File: src/rtl/pipelined_mips_mem_responder.sv
// rtl/pipelined_mips_mem_responder.sv - instruction/data memory responder with boot loader for a pipelined MIPS core
//
// Purpose:
//   Serves the core's instruction fetch and data-memory port. After reset it
//   streams a program into instruction memory through the loader port and
//   holds the core in reset. It then releases the core and serves zero-latency
//   reads and edge-triggered data writes.
//
// Ports:
//   CLK, RST               clock; asynchronous active-high reset
//   LoadValid/LoadData/    loader stream; LoadLast marks the final word
//   LoadLast/LoadReady
//   CPU_RST                reset to the core, high while loading
//   PCF -> IM_RD           combinational instruction fetch
//   MemWriteM/ALUOutM/     data port: write at the clock edge, combinational read
//   WriteDataM -> DM_RD
//   LoadCount              number of instruction words loaded
//   Fault                  sticky flag for an illegal data write in RUN
//   RunCycles              saturating count of cycles spent in RUN

module pipelined_mips_mem_responder #(
  parameter int IM_DEPTH = 64,
  parameter int DM_DEPTH = 64
) (
  input  logic                        CLK,
  input  logic                        RST,
  input  logic                        LoadValid,
  input  logic [31:0]                 LoadData,
  input  logic                        LoadLast,
  output logic                        LoadReady,
  output logic                        CPU_RST,
  input  logic [31:0]                 PCF,
  output logic [31:0]                 IM_RD,
  input  logic                        MemWriteM,
  input  logic [31:0]                 ALUOutM,
  input  logic [31:0]                 WriteDataM,
  output logic [31:0]                 DM_RD,
  output logic [$clog2(IM_DEPTH):0]   LoadCount,
  output logic                        Fault,
  output logic [31:0]                 RunCycles
);

  localparam int IAW = $clog2(IM_DEPTH);
  localparam int DAW = $clog2(DM_DEPTH);
  localparam int LCW = IAW + 1;

  typedef enum logic {
    S_LOAD = 1'b0,
    S_RUN  = 1'b1
  } state_e;

  state_e           state_q, state_d;
  logic [LCW-1:0]   load_count_q, load_count_d;
  logic             fault_q, fault_d;
  logic [31:0]      run_cycles_q, run_cycles_d;

  // Memories carry no reset: dmem survives RST, and imem is hidden behind
  // LoadCount until it is reloaded.
  logic [31:0]      imem_q [IM_DEPTH];
  logic [31:0]      dmem_q [DM_DEPTH];

  logic             load_accept;
  logic             load_final;
  logic             dm_legal;
  logic             dm_write;
  logic             im_hit;

  // Byte-lane bits of the fetch address carry no information.
  logic             unused_pcf;
  assign unused_pcf = ^PCF[1:0];

  assign load_accept = LoadValid && (state_q == S_LOAD);
  // Auto-terminate once the last imem slot is filled, LoadLast or not.
  assign load_final  = LoadLast || (load_count_q == LCW'(IM_DEPTH - 1));

  assign dm_legal = (ALUOutM[1:0] == 2'b00) && (ALUOutM[31:2] < 30'(DM_DEPTH));
  assign dm_write = (state_q == S_RUN) && MemWriteM && dm_legal;

  always_comb begin
    state_d      = state_q;
    load_count_d = load_count_q;
    fault_d      = fault_q;
    run_cycles_d = run_cycles_q;

    case (state_q)
      S_LOAD: begin
        if (load_accept) begin
          load_count_d = load_count_q + LCW'(1);
          if (load_final) begin
            state_d = S_RUN;
          end
        end
      end
      S_RUN: begin
        if (run_cycles_q != 32'hFFFF_FFFF) begin
          run_cycles_d = run_cycles_q + 32'd1;
        end
        if (MemWriteM && !dm_legal) begin
          fault_d = 1'b1;
        end
      end
      default: state_d = S_LOAD;
    endcase
  end

  always_ff @(posedge CLK or posedge RST) begin
    if (RST) begin
      state_q      <= S_LOAD;
      load_count_q <= '0;
      fault_q      <= 1'b0;
      run_cycles_q <= '0;
    end else begin
      state_q      <= state_d;
      load_count_q <= load_count_d;
      fault_q      <= fault_d;
      run_cycles_q <= run_cycles_d;
    end
  end

  // While loading, LoadCount stays below IM_DEPTH, so its low bits index imem.
  always_ff @(posedge CLK) begin
    if (load_accept) begin
      imem_q[load_count_q[IAW-1:0]] <= LoadData;
    end
  end

  always_ff @(posedge CLK) begin
    if (dm_write) begin
      dmem_q[ALUOutM[DAW+1:2]] <= WriteDataM;
    end
  end

  // Only loaded words are visible; everything else fetches as a NOP.
  assign im_hit = ({2'b00, PCF[31:2]} < 32'(load_count_q));
  assign IM_RD  = im_hit ? imem_q[PCF[IAW+1:2]] : 32'h0000_0000;
  assign DM_RD  = dm_legal ? dmem_q[ALUOutM[DAW+1:2]] : 32'h0000_0000;

  assign LoadReady = (state_q == S_LOAD);
  assign CPU_RST   = (state_q == S_LOAD);
  assign LoadCount = load_count_q;
  assign Fault     = fault_q;
  assign RunCycles = run_cycles_q;

endmodule

File: config.mk
export PLATFORM = sky130hd
export DESIGN_NAME = pipelined_mips_mem_responder
export DESIGN_NICKNAME = d
export VERILOG_FILES = /design/src/rtl/pipelined_mips_mem_responder.sv
export SDC_FILE = /design/constraint.sdc
export NUM_CORES = 2
export LEC_CHECK = 0
export ABC_AREA = 1
export CELL_PAD_IN_SITES_DETAIL_PLACEMENT = 0
export CELL_PAD_IN_SITES_GLOBAL_PLACEMENT = 2
export CORE_ASPECT_RATIO = 1.1
export CORE_UTILIZATION = 30
export DETAILED_ROUTE_END_ITERATION = 8
export GPL_ROUTABILITY_DRIVEN = 0
export HOLD_SLACK_MARGIN = 0.08
export PLACE_DENSITY_LB_ADDON = 0.1
export SETUP_SLACK_MARGIN = 0.2
export SLEW_MARGIN = 20
export SYNTH_ARGS = -nofsm -noshare
export SYNTH_HDL_FRONTEND = slang
export SYNTH_SLANG_ARGS = --single-unit
export TNS_END_PERCENT = 30
File: constraint.sdc
create_clock -name CLK -period 4.9 [get_ports CLK]
set_input_delay 0.49 -clock CLK [delete_from_list [all_inputs] [get_ports CLK]]
set_output_delay 0.49 -clock CLK [all_outputs]
set_load 0.005 [all_outputs]
After elaboration in Yosys (flattened, before gate mapping)
Memory sizes are Yosys's and may differ from the RTL's.
Index checks and enable logic that the tools add are counted.
{ "totals": {"ff_bits": 41, "ramBits": 4096, "inputBits": 133, "output_inout_bits": 106, "wordCells": 33, "memories": 2} }
{ "mem_list": {"columns": ["memory", "depth", "word_bits", "read_ports", "rd_ports_with_merged_regs", "write_ports", "line", "text"], "rows": [
  ["dmem_q", 64, 32, 1, 0, 1, "60", "logic [31:0] dmem_q [DM_DEPTH];"],
  ["imem_q", 64, 32, 1, 0, 1, "59", "logic [31:0] imem_q [IM_DEPTH];"]
]} }
{ "op_classes": {"addsub": 2, "n_lt_le_gt_ge": 2, "eq_ne": 2, "mux": 9, "bitwise_logic": 1, "reduce_logical": 11} }
{ "op_table": {"columns": ["operator", "n"], "rows": [
  ["32-bit two-way mux", 2],
  ["32-bit by 1-bit adder with 32-bit output, second input constant", 1],
  ["32-bit inequality test, second input constant", 1],
  ["30-bit by 7-bit < comparator with 1-bit output", 1],
  ["30-bit by 7-bit < comparator with 1-bit output, second input constant", 1],
  ["7-bit by 1-bit adder with 7-bit output, second input constant", 1],
  ["7-bit by 6-bit == test with 1-bit output, second input constant", 1],
  ["1-bit two-way mux", 7],
  ["2-bit AND reduction", 3],
  ["1-bit logical AND", 5],
  ["2-bit zero test", 1],
  ["1-bit zero test", 1],
  ["1-bit logical OR", 1],
  ["1-bit inverter", 1]
]} }

Depth between registers and ports, before layout
{ "logic_depth": {"depth_word": 5, "ltp_mapped": 15, "mapped_depth_nobuf": 12} }

Worst setup path before layout
No wires, ideal clock.
{ "synth_path": {"path_kind": "flip-flop to flip-flop", "from": "register load_count_q[5], in the netlist LoadCount[5]", "to": "memory imem_q[47][0], enable pin", "arrival_ns": 3.129, "required_time_ns": 4.439, "slack_ns": 1.310, "stages_incl_launch_ff": 4, "n_path_buf": 1, "synth_period_minus_slack_ns": 3.590, "cell_sequence": "dfrtp_1 > clkbuf_1 > nand3_1 > nor3_1"} }
{ "synth_rtl": {"columns": ["element", "line", "text"], "rows": [
  ["from (decl)", "53", "logic [LCW-1:0] load_count_q, load_count_d;"],
  ["from (signal assigned)", "114", "load_count_q <= load_count_d;"],
  ["to (decl)", "59", null]
]} }
No word-level cell before the write port.

Final worst setup path
{ "layout_path": {"from": "register load_count_q[1], in the netlist LoadCount[1]", "to": "output IM_RD[11]"} }
{ "layout_between": {"elab_chain_len": 2} }
{ "layout_lines": {"columns": ["element", "line", "text"], "rows": [
  ["30-bit by 7-bit < comparator with 1-bit output", "134", "assign im_hit = ({2'b00, PCF[31:2]} < 32'(load_count_q));"],
  ["32-bit two-way mux", "135", "assign IM_RD = im_hit ? imem_q[PCF[IAW+1:2]] : 32'h0000_0000;"],
  ["to (decl)", "33", "output logic [31:0] IM_RD,"]
]} }
Every way passes these cells.

==> metrics <==
share of the synthesized area in the top cell type=73.55%; die span in y=785.0 um; grt ovf=0; Final Cell Area=196,800 um^2; RSZ-0062 raised after global routing=false; Clock transition at path regs=0.06 ns; reg2reg setup slack=1.22 ns; clock sinks=4,137; initial core utilization=30.12%; Crit Path Max Fanout=7; max-cap viol count=0; endpoints failing hold=0; measured slew at the worst slew-check pin=1.086 ns; register area=124,000 um^2; Iter 0 DRT Violations=9,784; multi-input logic area=38,990 um^2; Via Count=110,300; Synth Cell Area=167,200 um^2; row count=287; Period minus WS final=4.522 ns; CTS tree=yes; HP Start=WriteDataM[30]; post-layout util=35.46%; Top Ports=239; WP data arrival=4.03 ns; Total Power=77.33 mW; Final Max Tran Viols=0; #FFs+latches synth=4,137; CP endpoint kind=output pin; worst vdd ir=0.0002993 V; die area=560,400 um^2; PwrDens=392.8 nW/um^2; largest net degree at the start of global routing=176; initial antenna violation count=50; P&R area growth vs syn=17.72%; share of post-route cells with drive strength above 1=10.06%; hold path depth=2; Filler cells=54,260; syn_nets=14,290; count of final setup violators=0; Worst Path Required=4.41 ns; Nets=14,790; kind of start point of the critical path=register; slew margin rel.=27.59%; cts bufs inserted=467; Antenna Nets Post-Route=0; worst slack, placed=0.3748 ns; Worst Skew=0.04319 ns; Distinct cells, synth=37; number of port buffers=236; Die W=713.8 um; Synth Warn #=0; DRC violations left=0; core footprint=555,200 um^2; RR Startpoint=state_q; LEAKAGE=69.73 nW; Post-DP HPWL=337,700 um; first-pass GRT wire length=841,000 um; FF-to-FF path depth=7; Seq/Total Area, Yosys=74.17%; Yosys top cell by area=edfxtp_1; mean post-synth cell area=11.82 um^2; Clock Latency Late Sink=1.06 ns; H-tree level count=5; Routed WL=601,900 um; routed vias/inst=4.919; period utilization=92.29%; vias in the first global route=109,000; Setup CP Type=register to output pin; Total GRT Usage=20.95%; first drt pass iteration count=5; Fin Setup TNS=0 ns; Area after DPL=182,100 um^2; Max Root-Sink Buffers=4; Hold EP=dmem_q[37][30]; ranking of synthesized cells by area=edfxtp_1, nand2_1, nand3_1; type of the worst min-delay path=input port to register; Max Freq=221.1 MHz; routed len/inst=26.84 um; reg2reg end=imem_q[27][14]; Root Driver=clkbuf_16; Setup WS post-layout=0.3780 ns; status=completed; Cells after Synth=14,150
sequential cells by signal (all words and copies together) (netlist names):
signal	cells
Fault	1
LoadCount	7
RunCycles	32
dmem_q	2048
imem_q	2048
state_q	1
cells by family (layout without fill, tap and decap cells):
family	Yosys count	in the layout	share of synthesized area (%)
flip-flops	4137	4137	74.17
AND/OR/NAND/NOR	7659	7659	18.77
adder cells (fa/ha/maj)	8	8	0.05986
buffers and inverters	1202	2088	3.161
XOR/XNOR	35	35	0.1833
AO/OA/AOI/OAI	1112	1112	3.655
other	0	15	0
placed cells by master, fill, tap and decap left out, types with 10 or more instances in the layout:
cell type,n
nand2_1,3711
nor3_1,25
o22ai_1,234
nand3_1,1866
buf_2,65
o21ai_1,110
inv_1,353
dlygate4sd3_1,33
nor2_4,127
or2_2,48
nand4_1,12
edfxtp_1,4096
clkinvlp_4,10
clkbuf_1,106
buf_12,154
buf_4,442
clkbuf_16,470
nor2_1,1833
o21bai_1,93
a21oi_1,103
xor2_1,30
dfrtp_1,38
o21ai_0,563
clkdlybuf4s50_1,163
bufinv_16,24
clkinv_1,121
diode_2,15
clkinv_2,97
metrics by stage:
stage / hold slack (ns) / std cells
floorplan: 0.4663 / 14150
global placement: 0.4531 / 21520
detailed placement: 0.4839 / 21520
CTS: 0.08196 / 22410
global route: 0.1331 / 22410
finish: 0.1445 / 22420
worst max path at each step:
stage	from	endpoint	cells past startpoint
floorplan	LoadCount[5]	imem_q[47][0]	3
global placement	ALUOutM[2]	DM_RD[23]	16
detailed placement	ALUOutM[2]	DM_RD[23]	16
CTS	LoadCount[1]	IM_RD[11]	12
global route	LoadCount[5]	IM_RD[5]	15
finish	LoadCount[1]	IM_RD[11]	12
what timing repair did:
item                                   in CTS  in global routing
gates cloned                                0                  0
setup endpoints to repair                  32                  2
endpoints found under the hold margin     575                  0
gates resized for setup                     4                  3
hold buffers                               33                  0
pin swaps                                   1                  1
setup buffers                               2                  0
cell type report:
| class | count | area share, % |
|---|---|---|
| flip-flops and latches | 4137 | 63.01 |
| multi-input cells | 8814 | 19.81 |
| clock buffers | 580 | 6.205 |
| well taps | 7369 | 4.684 |
| repair buffers | 864 | 4.467 |
| clock inverters | 277 | 1.077 |
| inverters | 367 | 0.7316 |
| diodes | 15 | 0.01907 |
power by group:
group          internal [mW]  switching [mW]
Clock                   18.8            14.6
Sequential              38.9          0.0985
Combinational           1.26            3.61
Total                   59.0            18.3
metal layers:
metal | part of all wire (%) | vias to the layer above | track usage (%)
li1 | - | 50400 | -
met1 | 47 | 56610 | 30.19
met2 | 47 | 2718 | 34.34
met3 | 4.8 | 576 | 2.397
met4 | 1.8 | 0 | 3.848
met5 | 0 | - | 0
cell usage after synthesis, drive strengths merged:
| library cell | count |
|---|---|
| and3b | 3 |
| nor4b | 1 |
| ha | 8 |
| inv | 366 |
| clkinv | 1 |
| nor2 | 1964 |
| xnor2 | 5 |
| nand3 | 1874 |
| a31o | 1 |
| o21ai | 673 |
| nor3b | 1 |
| nand3b | 9 |
| o21bai | 93 |
| nand4 | 12 |
| or2 | 48 |
| a21oi | 104 |
| nor4 | 2 |
| nor3 | 34 |
| nand2 | 3711 |
| o22ai | 234 |
| clkbuf | 271 |
| buf | 564 |
| edfxtp | 4096 |
| o211ai | 6 |
| xor2 | 30 |
| a21boi | 1 |
| dfrtp | 41 |
worst max-delay path, cell delays in order (launching register included):
cell and delay, ns:
dfrtp_2 0.47, inv_1 0.11, ha_1 0.27, a21boi_1 0.13
o21ai_1 0.15, o211ai_1 0.27, a21oi_4 0.25, buf_12 0.15
buf_4 0.18, nand2_1 0.14, nor2_2 0.18, buf_4 0.19
clkdlybuf4s50_1 0.52
Power figures use the tool's default switching activity.
